**src/rtl/btn_event_ctrl.sv**
```systemverilog
// Button event controller: edge detect, per-button PRESS/RELEASE/LONG FSMs and round-robin
// enqueue into an event FIFO. Define BTN_AUTOREPEAT_EN to add the REPEAT state.
module btn_event_ctrl #(
   parameter int CLKIN_FREQ    = 27_000_000,
   parameter int NUM_BTNS      = 4,
   parameter int LONG_PRESS_MS = 500,
   parameter int REPEAT_MS     = 100,
   parameter int FIFO_DEPTH    = 4
) (
   input  logic                        clk,
   input  logic                        reset,
   input  logic [NUM_BTNS-1:0]         btnLevel,
   output logic                        evtValid,
   input  logic                        evtReady,
   output logic [1:0]                  evtCode,
   output logic [$clog2(NUM_BTNS)-1:0] evtBtn,
   output logic                        overflow
);
   localparam int TICK_DIV = CLKIN_FREQ / 1000;
   localparam int PW       = (TICK_DIV > 1) ? $clog2(TICK_DIV) : 1;
   localparam int BW       = $clog2(NUM_BTNS);
   localparam int AW       = $clog2(FIFO_DEPTH);
   localparam int CNT_MAX  = (LONG_PRESS_MS > REPEAT_MS) ? LONG_PRESS_MS : REPEAT_MS;
   localparam int CW       = $clog2(CNT_MAX + 1);

   localparam logic [1:0] ST_IDLE     = 2'd0;
   localparam logic [1:0] ST_PRESSED  = 2'd1;
   localparam logic [1:0] ST_HELD     = 2'd2;
   localparam logic [1:0] EVT_PRESS   = 2'd0;
   localparam logic [1:0] EVT_RELEASE = 2'd1;
   localparam logic [1:0] EVT_LONG    = 2'd2;
`ifdef BTN_AUTOREPEAT_EN
   localparam logic [1:0] ST_REPEAT   = 2'd3;
   localparam logic [1:0] EVT_REPEAT  = 2'd3;
`endif

   logic [PW-1:0]       presc_q, presc_d;
   logic                tick;
   logic [NUM_BTNS-1:0] smp_q, smp_d, prev_q, prev_d, press, rel;
   logic [1:0]          state_q [NUM_BTNS];
   logic [1:0]          state_d [NUM_BTNS];
   logic [CW-1:0]       cnt_q [NUM_BTNS];
   logic [CW-1:0]       cnt_d [NUM_BTNS];
   logic [NUM_BTNS-1:0] new_evt;
   logic [1:0]          new_code [NUM_BTNS];
   logic [NUM_BTNS-1:0] pend_vld_q, pend_vld_d;
   logic [1:0]          pend_code_q [NUM_BTNS];
   logic [1:0]          pend_code_d [NUM_BTNS];
   logic [BW-1:0]       rr_q, rr_d, sel, cand;
   logic                grant, served;
   logic [AW:0]         wr_q, wr_d, rd_q, rd_d;
   logic [BW+1:0]       mem_q [FIFO_DEPTH];
   logic [BW+1:0]       wdata, head;
   logic                full, empty, push, pop, drop;
   logic                overflow_q, overflow_d;

   // NOTE: every always_comb output gets a value before any branch, so no latch can be inferred.
   always_comb begin
      tick    = (presc_q == PW'(TICK_DIV - 1));
      presc_d = tick ? '0 : presc_q + 1'b1;
      smp_d   = btnLevel;
      prev_d  = smp_q;
      press   = prev_q & ~smp_q;
      rel     = ~prev_q & smp_q;
   end

   always_comb begin
      for (int i = 0; i < NUM_BTNS; i++) begin
         state_d[i]  = state_q[i];
         cnt_d[i]    = cnt_q[i];
         new_evt[i]  = 1'b0;
         new_code[i] = EVT_PRESS;
         if (rel[i] && (state_q[i] != ST_IDLE)) begin
            state_d[i]  = ST_IDLE;
            cnt_d[i]    = '0;
            new_evt[i]  = 1'b1;
            new_code[i] = EVT_RELEASE;
         end else begin
            case (state_q[i])
               ST_IDLE: begin
                  if (press[i]) begin
                     state_d[i]  = ST_PRESSED;
                     cnt_d[i]    = '0;
                     new_evt[i]  = 1'b1;
                     new_code[i] = EVT_PRESS;
                  end
               end
               ST_PRESSED: begin
                  if (tick) begin
                     if (cnt_q[i] + 1'b1 == CW'(LONG_PRESS_MS)) begin
                        state_d[i]  = ST_HELD;
                        cnt_d[i]    = '0;
                        new_evt[i]  = 1'b1;
                        new_code[i] = EVT_LONG;
                     end else begin
                        cnt_d[i] = cnt_q[i] + 1'b1;
                     end
                  end
               end
               ST_HELD: begin
`ifdef BTN_AUTOREPEAT_EN
                  if (tick) begin
                     state_d[i] = ST_REPEAT;
                     cnt_d[i]   = '0;
                  end
`endif
               end
`ifdef BTN_AUTOREPEAT_EN
               ST_REPEAT: begin
                  if (tick) begin
                     if (cnt_q[i] + 1'b1 == CW'(REPEAT_MS)) begin
                        cnt_d[i]    = '0;
                        new_evt[i]  = 1'b1;
                        new_code[i] = EVT_REPEAT;
                     end else begin
                        cnt_d[i] = cnt_q[i] + 1'b1;
                     end
                  end
               end
`endif
               default: state_d[i] = ST_IDLE;
            endcase
         end
      end
   end

   // Round-robin pick starting at rr_q, then FIFO push/pop and pending-slot update.
   always_comb begin
      int idx;
      idx   = 0;
      cand  = '0;
      grant = 1'b0;
      sel   = '0;
      for (int k = 0; k < NUM_BTNS; k++) begin
         idx = int'(rr_q) + k;
         if (idx >= NUM_BTNS) idx = idx - NUM_BTNS;
         cand = BW'(idx);
         if (!grant && pend_vld_q[cand]) begin
            grant = 1'b1;
            sel   = cand;
         end
      end
      empty      = (wr_q == rd_q);
      full       = (wr_q[AW] != rd_q[AW]) && (wr_q[AW-1:0] == rd_q[AW-1:0]);
      pop        = !empty && evtReady;
      push       = grant && (!full || pop);
      drop       = grant && full && !pop;
      wdata      = {pend_code_q[sel], sel};
      wr_d       = push ? wr_q + 1'b1 : wr_q;
      rd_d       = pop ? rd_q + 1'b1 : rd_q;
      rr_d       = rr_q;
      if (grant) rr_d = (sel == BW'(NUM_BTNS - 1)) ? '0 : sel + 1'b1;
      overflow_d = overflow_q | drop;
      served     = 1'b0;
      for (int i = 0; i < NUM_BTNS; i++) begin
         pend_vld_d[i]  = pend_vld_q[i];
         pend_code_d[i] = pend_code_q[i];
         served         = grant && (sel == BW'(i));
         if (served) pend_vld_d[i] = 1'b0;
         if (new_evt[i]) begin
            if (pend_vld_q[i] && !served) overflow_d = 1'b1;
            pend_vld_d[i]  = 1'b1;
            pend_code_d[i] = new_code[i];
         end
      end
      head              = mem_q[rd_q[AW-1:0]];
      evtValid          = !empty;
      {evtCode, evtBtn} = empty ? '0 : head;
      overflow          = overflow_q;
   end

   // NOTE: state flops use non-blocking assignments so every flop sees pre-edge values.
   always_ff @(posedge clk) begin
      if (reset) begin
         presc_q    <= '0;
         smp_q      <= '1;
         prev_q     <= '1;
         pend_vld_q <= '0;
         rr_q       <= '0;
         wr_q       <= '0;
         rd_q       <= '0;
         overflow_q <= 1'b0;
         for (int i = 0; i < NUM_BTNS; i++) begin
            state_q[i]     <= ST_IDLE;
            cnt_q[i]       <= '0;
            pend_code_q[i] <= EVT_PRESS;
         end
      end else begin
         presc_q    <= presc_d;
         smp_q      <= smp_d;
         prev_q     <= prev_d;
         pend_vld_q <= pend_vld_d;
         rr_q       <= rr_d;
         wr_q       <= wr_d;
         rd_q       <= rd_d;
         overflow_q <= overflow_d;
         for (int i = 0; i < NUM_BTNS; i++) begin
            state_q[i]     <= state_d[i];
            cnt_q[i]       <= cnt_d[i];
            pend_code_q[i] <= pend_code_d[i];
         end
      end
   end

   // NOTE: FIFO storage is not reset; the empty flag gates everything read out of it.
   always_ff @(posedge clk) begin
      if (push) mem_q[wr_q[AW-1:0]] <= wdata;
   end

endmodule

```
**config.mk**
```make
export PLATFORM = sky130hd
export DESIGN_NAME = btn_event_ctrl
export DESIGN_NICKNAME = d
export VERILOG_FILES = /design/src/rtl/btn_event_ctrl.sv
export SDC_FILE = /design/constraint.sdc
export NUM_CORES = 1
export LEC_CHECK = 0
export ABC_AREA = 1
export ABC_CLOCK_PERIOD_IN_PS = 2100
export CORE_MARGIN = 1.5
export CORE_UTILIZATION = 25
export DETAILED_ROUTE_END_ITERATION = 8
export GPL_TIMING_DRIVEN = 1
export PLACE_DENSITY = 0.49
export RECOVER_POWER = 50
export REMOVE_ABC_BUFFERS = 1
export SYNTH_ARGS = -nofsm -noshare
export SYNTH_HDL_FRONTEND = slang
export SYNTH_SLANG_ARGS = --single-unit
```
**constraint.sdc**
```tcl
create_clock -name clk -period 2.1 [get_ports clk]
set_input_delay 0.42 -clock clk [delete_from_list [all_inputs] [get_ports clk]]
set_output_delay 0.42 -clock clk [all_outputs]
set_load 0.02 [all_outputs]
```
==> key figures <==
Floorplan
  – Core area: 21800 um^2
  – Die area: between 20000 and 25000 um^2
  – Top Ports: 13
  – Initial Util: 25.4%
  – Die width: 152 um
  – Rows: 54
  – Die Y: 152 um

Routing
  – Routed WL: approximately 11 mm
  – DRT antenna net count: 0
  – Met2 Wirelength: around 4.8 mm
  – Routed wire per std cell: 10.5 um
  – Met1 WL: 6.02 mm
  – DR vias/cell: 4.21
  – Met3 wire len: 283 um
  – DR vias: 4509
  – Pre-antenna DRT Iters: 4
  – Top Metal Used: met4
  – Initial DRC Count: 268
  – DRC viols: 0

GRT
  – Global router's overall resource usage: 10.2%
  – First-pass GRT wire length: just under 20 mm
  – Largest net degree at the start of global routing: 20
  – Vias in the first global route: 4163
  – Gr ovfl total: 0
  – Antenna violations before repair: 0

Clock network
  – TritonCTS Buffers: 9
  – Hold-fix buffers, CTS: 0
  – TritonCTS clock tree: done
  – Worst-Skew Late Latency: 0.36 ns
  – CTS clk-pin slew, worst paths: ~0.060 ns
  – CTS H-tree depth: 3
  – Root Driver: clkbuf_16
  – Maximum root-to-sink buffer count: 2
  – Clk sinks: 106

Place
  – Hpwl dp: 8.50 mm
  – Buffers on Ports: 12
  – Final Wtd Congestion: 0.815

Synth
  – Unique cell type count in the Yosys netlist: 44
  – Ranking of synthesized cells by area: dfxtp_1, edfxtp_1, nand2_1
  – Main synth FF type: dfxtp_1
  – Syn avg cell area: 7.49 um^2
  – Post-synth top area share: 29.6%
  – Yosys reg bits: about 110
  – Cell area after synthesis: 5540 um^2
  – Synth Warn #: 0
  – Yosys top cell by area: dfxtp_1
  – Async SR Flop Fraction: 0%
  – Number of synthesized flops with an enable pin: 24
  – Post-synthesis sequential area ratio: a little over two fifths
  – Cells after synthesis: 739

Layout
  – Area grow syn2layout: 18.8%
  – Share of post-route cells with drive strength above 1: 13.8%
  – Fillers: 2329
  – Ant diodes: 0
  – Net count, final: 808
  – Fin util: 30.2%

Timing
  – Final period util: 96.4%
  – Fin crit period: 2.02 ns
  – Max-slew violation count: 0
  – Final setup viols: 0
  – Max Freq: 0.494 GHz
  – Worst-margin pin slew: 0.414 ns
  – Setup Skew: 0.0102 ns
  – Max-slew headroom: between 70% and 80%
  – Fin. Hold Viols: 0
  – RSZ-0062 raised after global routing: yes
  – Final setup TNS: 0 ns

Critical path
  – Worst Setup Path Type: reg2out
  – Critical path arrival: 1.60 ns
  – CP Buf/Inv Count: 1
  – Crit. End Element: output pin
  – Worst path required time: between 1.5 and 2 ns
  – Startpoint Class: register
  – Reg2reg path depth: 15
  – Critical Path Max Stage Delay: 0.34 ns
  – Critical-path top delay cell: dfxtp_1
  – Crit path cell chain: or2_2, a21oi_2, nand2_2, dlygate4sd2_1
  – Crit. path cell count: 4
  – Critical-path maximum fanout: 6
  – Delay-heaviest family, CP: simple AND/OR/NAND/NOR gates

Pwr
  – PwrDens: 1400 nW/um^2
  – Worst vdd ir: about 530 uV
  – Lkg Pwr: 2.73 nW

Hold path
  – Hold depth: 1
  – Worst min path class: reg2reg

Run
  – Maxcap violations: 0

Status
  – Status: completed
## flip-flops by register name, summed over array words and instances, names as in the netlist, named ones only
| signal | count |
|---|---|
| prev_q | 4 |
| wr_q | 3 |
| rd_q | 3 |
| pend_vld_q | 4 |
| state_q | 8 |
| cnt_q | 36 |
| overflow | 1 |
| rr_q | 2 |
| pend_code_q | 8 |
| prev_d | 4 |
| mem_q | 16 |
| presc_q | 15 |
## cells in the final DEF, fill, tap and decap left out, drive strengths merged, types with 7 or more instances in the layout
cell type,synthesis,routed
nand3,57,57
xor2,17,17
nand2,164,164
dfxtp,82,82
nor3,16,16
a211oi,7,7
edfxtp,24,24
nand4,18,18
a21oi,42,42
ha,14,14
clkdlybuf4s50,0,7
xnor2,7,7
or2,7,7
nor2,120,120
o21ai,27,27
buf,3,30
inv,103,105
clkbuf,4,18
## Yosys cell counts (6+ instances only)
library cell	count
ha_1	14
xor2_1	17
inv_1	93
a211oi_1	6
dfxtp_1	82
nand2_1	154
a21oi_1	41
xnor2_1	7
nand3_1	53
inv_2	7
nand4_1	18
nor2_1	110
o21ai_0	21
nor3_1	15
nand2_2	9
edfxtp_1	24
## power breakdown
group / internal [W] / switching (W) / total, W
logic: 0.00164 / 0.00251 / 0.00415
clock network: 0.00108 / 0.000764 / 0.00184
registers: 0.00279 / 0.000442 / 0.00323
## per-layer routing
layer	global-route usage, %	up-vias
met1	14.1	1961
met3	2.42	10
met5	0	-
met2	15.4	35
met4	3.74	0
li1	-	2503
## through the flow
| stage | instance area (um^2) | hold WS [ns] | power [W] | setup slack (ns) | std cells |
|---|---|---|---|---|---|
| after global routing | 6580 | 0.471 | 0.0100 | -0.0800 | 1072 |
| after detailed placement | 6230 | 0.442 | 0.00745 | -0.0739 | 1055 |
| after CTS | 6570 | 0.458 | 0.00930 | 0.00142 | 1071 |
| after global placement | 6230 | 0.434 | 0.00747 | -0.0486 | 1055 |
| final | 6580 | 0.448 | 0.00922 | 0.0760 | 1072 |
| after floorplan | 5490 | 0.418 | 0.00588 | 0.0476 | 732 |
## final timing paths
| check | from | endpoint | slack, ns |
|---|---|---|---|
| max | rd_q[1] | evtValid | 0.08 |
| min | presc_q[0] | presc_q[0] | 0.45 |
| min reg2reg | presc_q[0] | presc_q[0] | 0.45 |
| max reg2reg | rr_q[0] | overflow | 0.13 |
## area by class of cell
cell class	instances	area (um^2)	share of cell area (%)
clock buffer	12	279	4.24
clock inverter	4	52.6	0.799
inverter	104	404	6.15
multi-input combinational	522	2750	41.8
sequential	106	2370	36.0
tap	280	350	5.33
timing repair buffer	44	369	5.61
## cells by family after synthesis
| family | after synthesis | share of synthesized area (%) |
|---|---|---|
| AND/OR/NAND/NOR | 395 | 32.6 |
| buffers and inverters | 111 | 8.11 |
| flip-flops | 106 | 42.7 |
| AO/OA/AOI/OAI | 89 | 9.63 |
| XOR/XNOR | 24 | 3.80 |
| adder cells (fa/ha/maj) | 14 | 3.16 |
## repair_timing
action | in CTS | in global routing
gates resized for setup | 13 | 17
setup endpoints to repair | 6 | 40
pin swaps | 0 | 1
setup buffers | 0 | 1
Note: power is estimated with default switching activity, not from simulation.
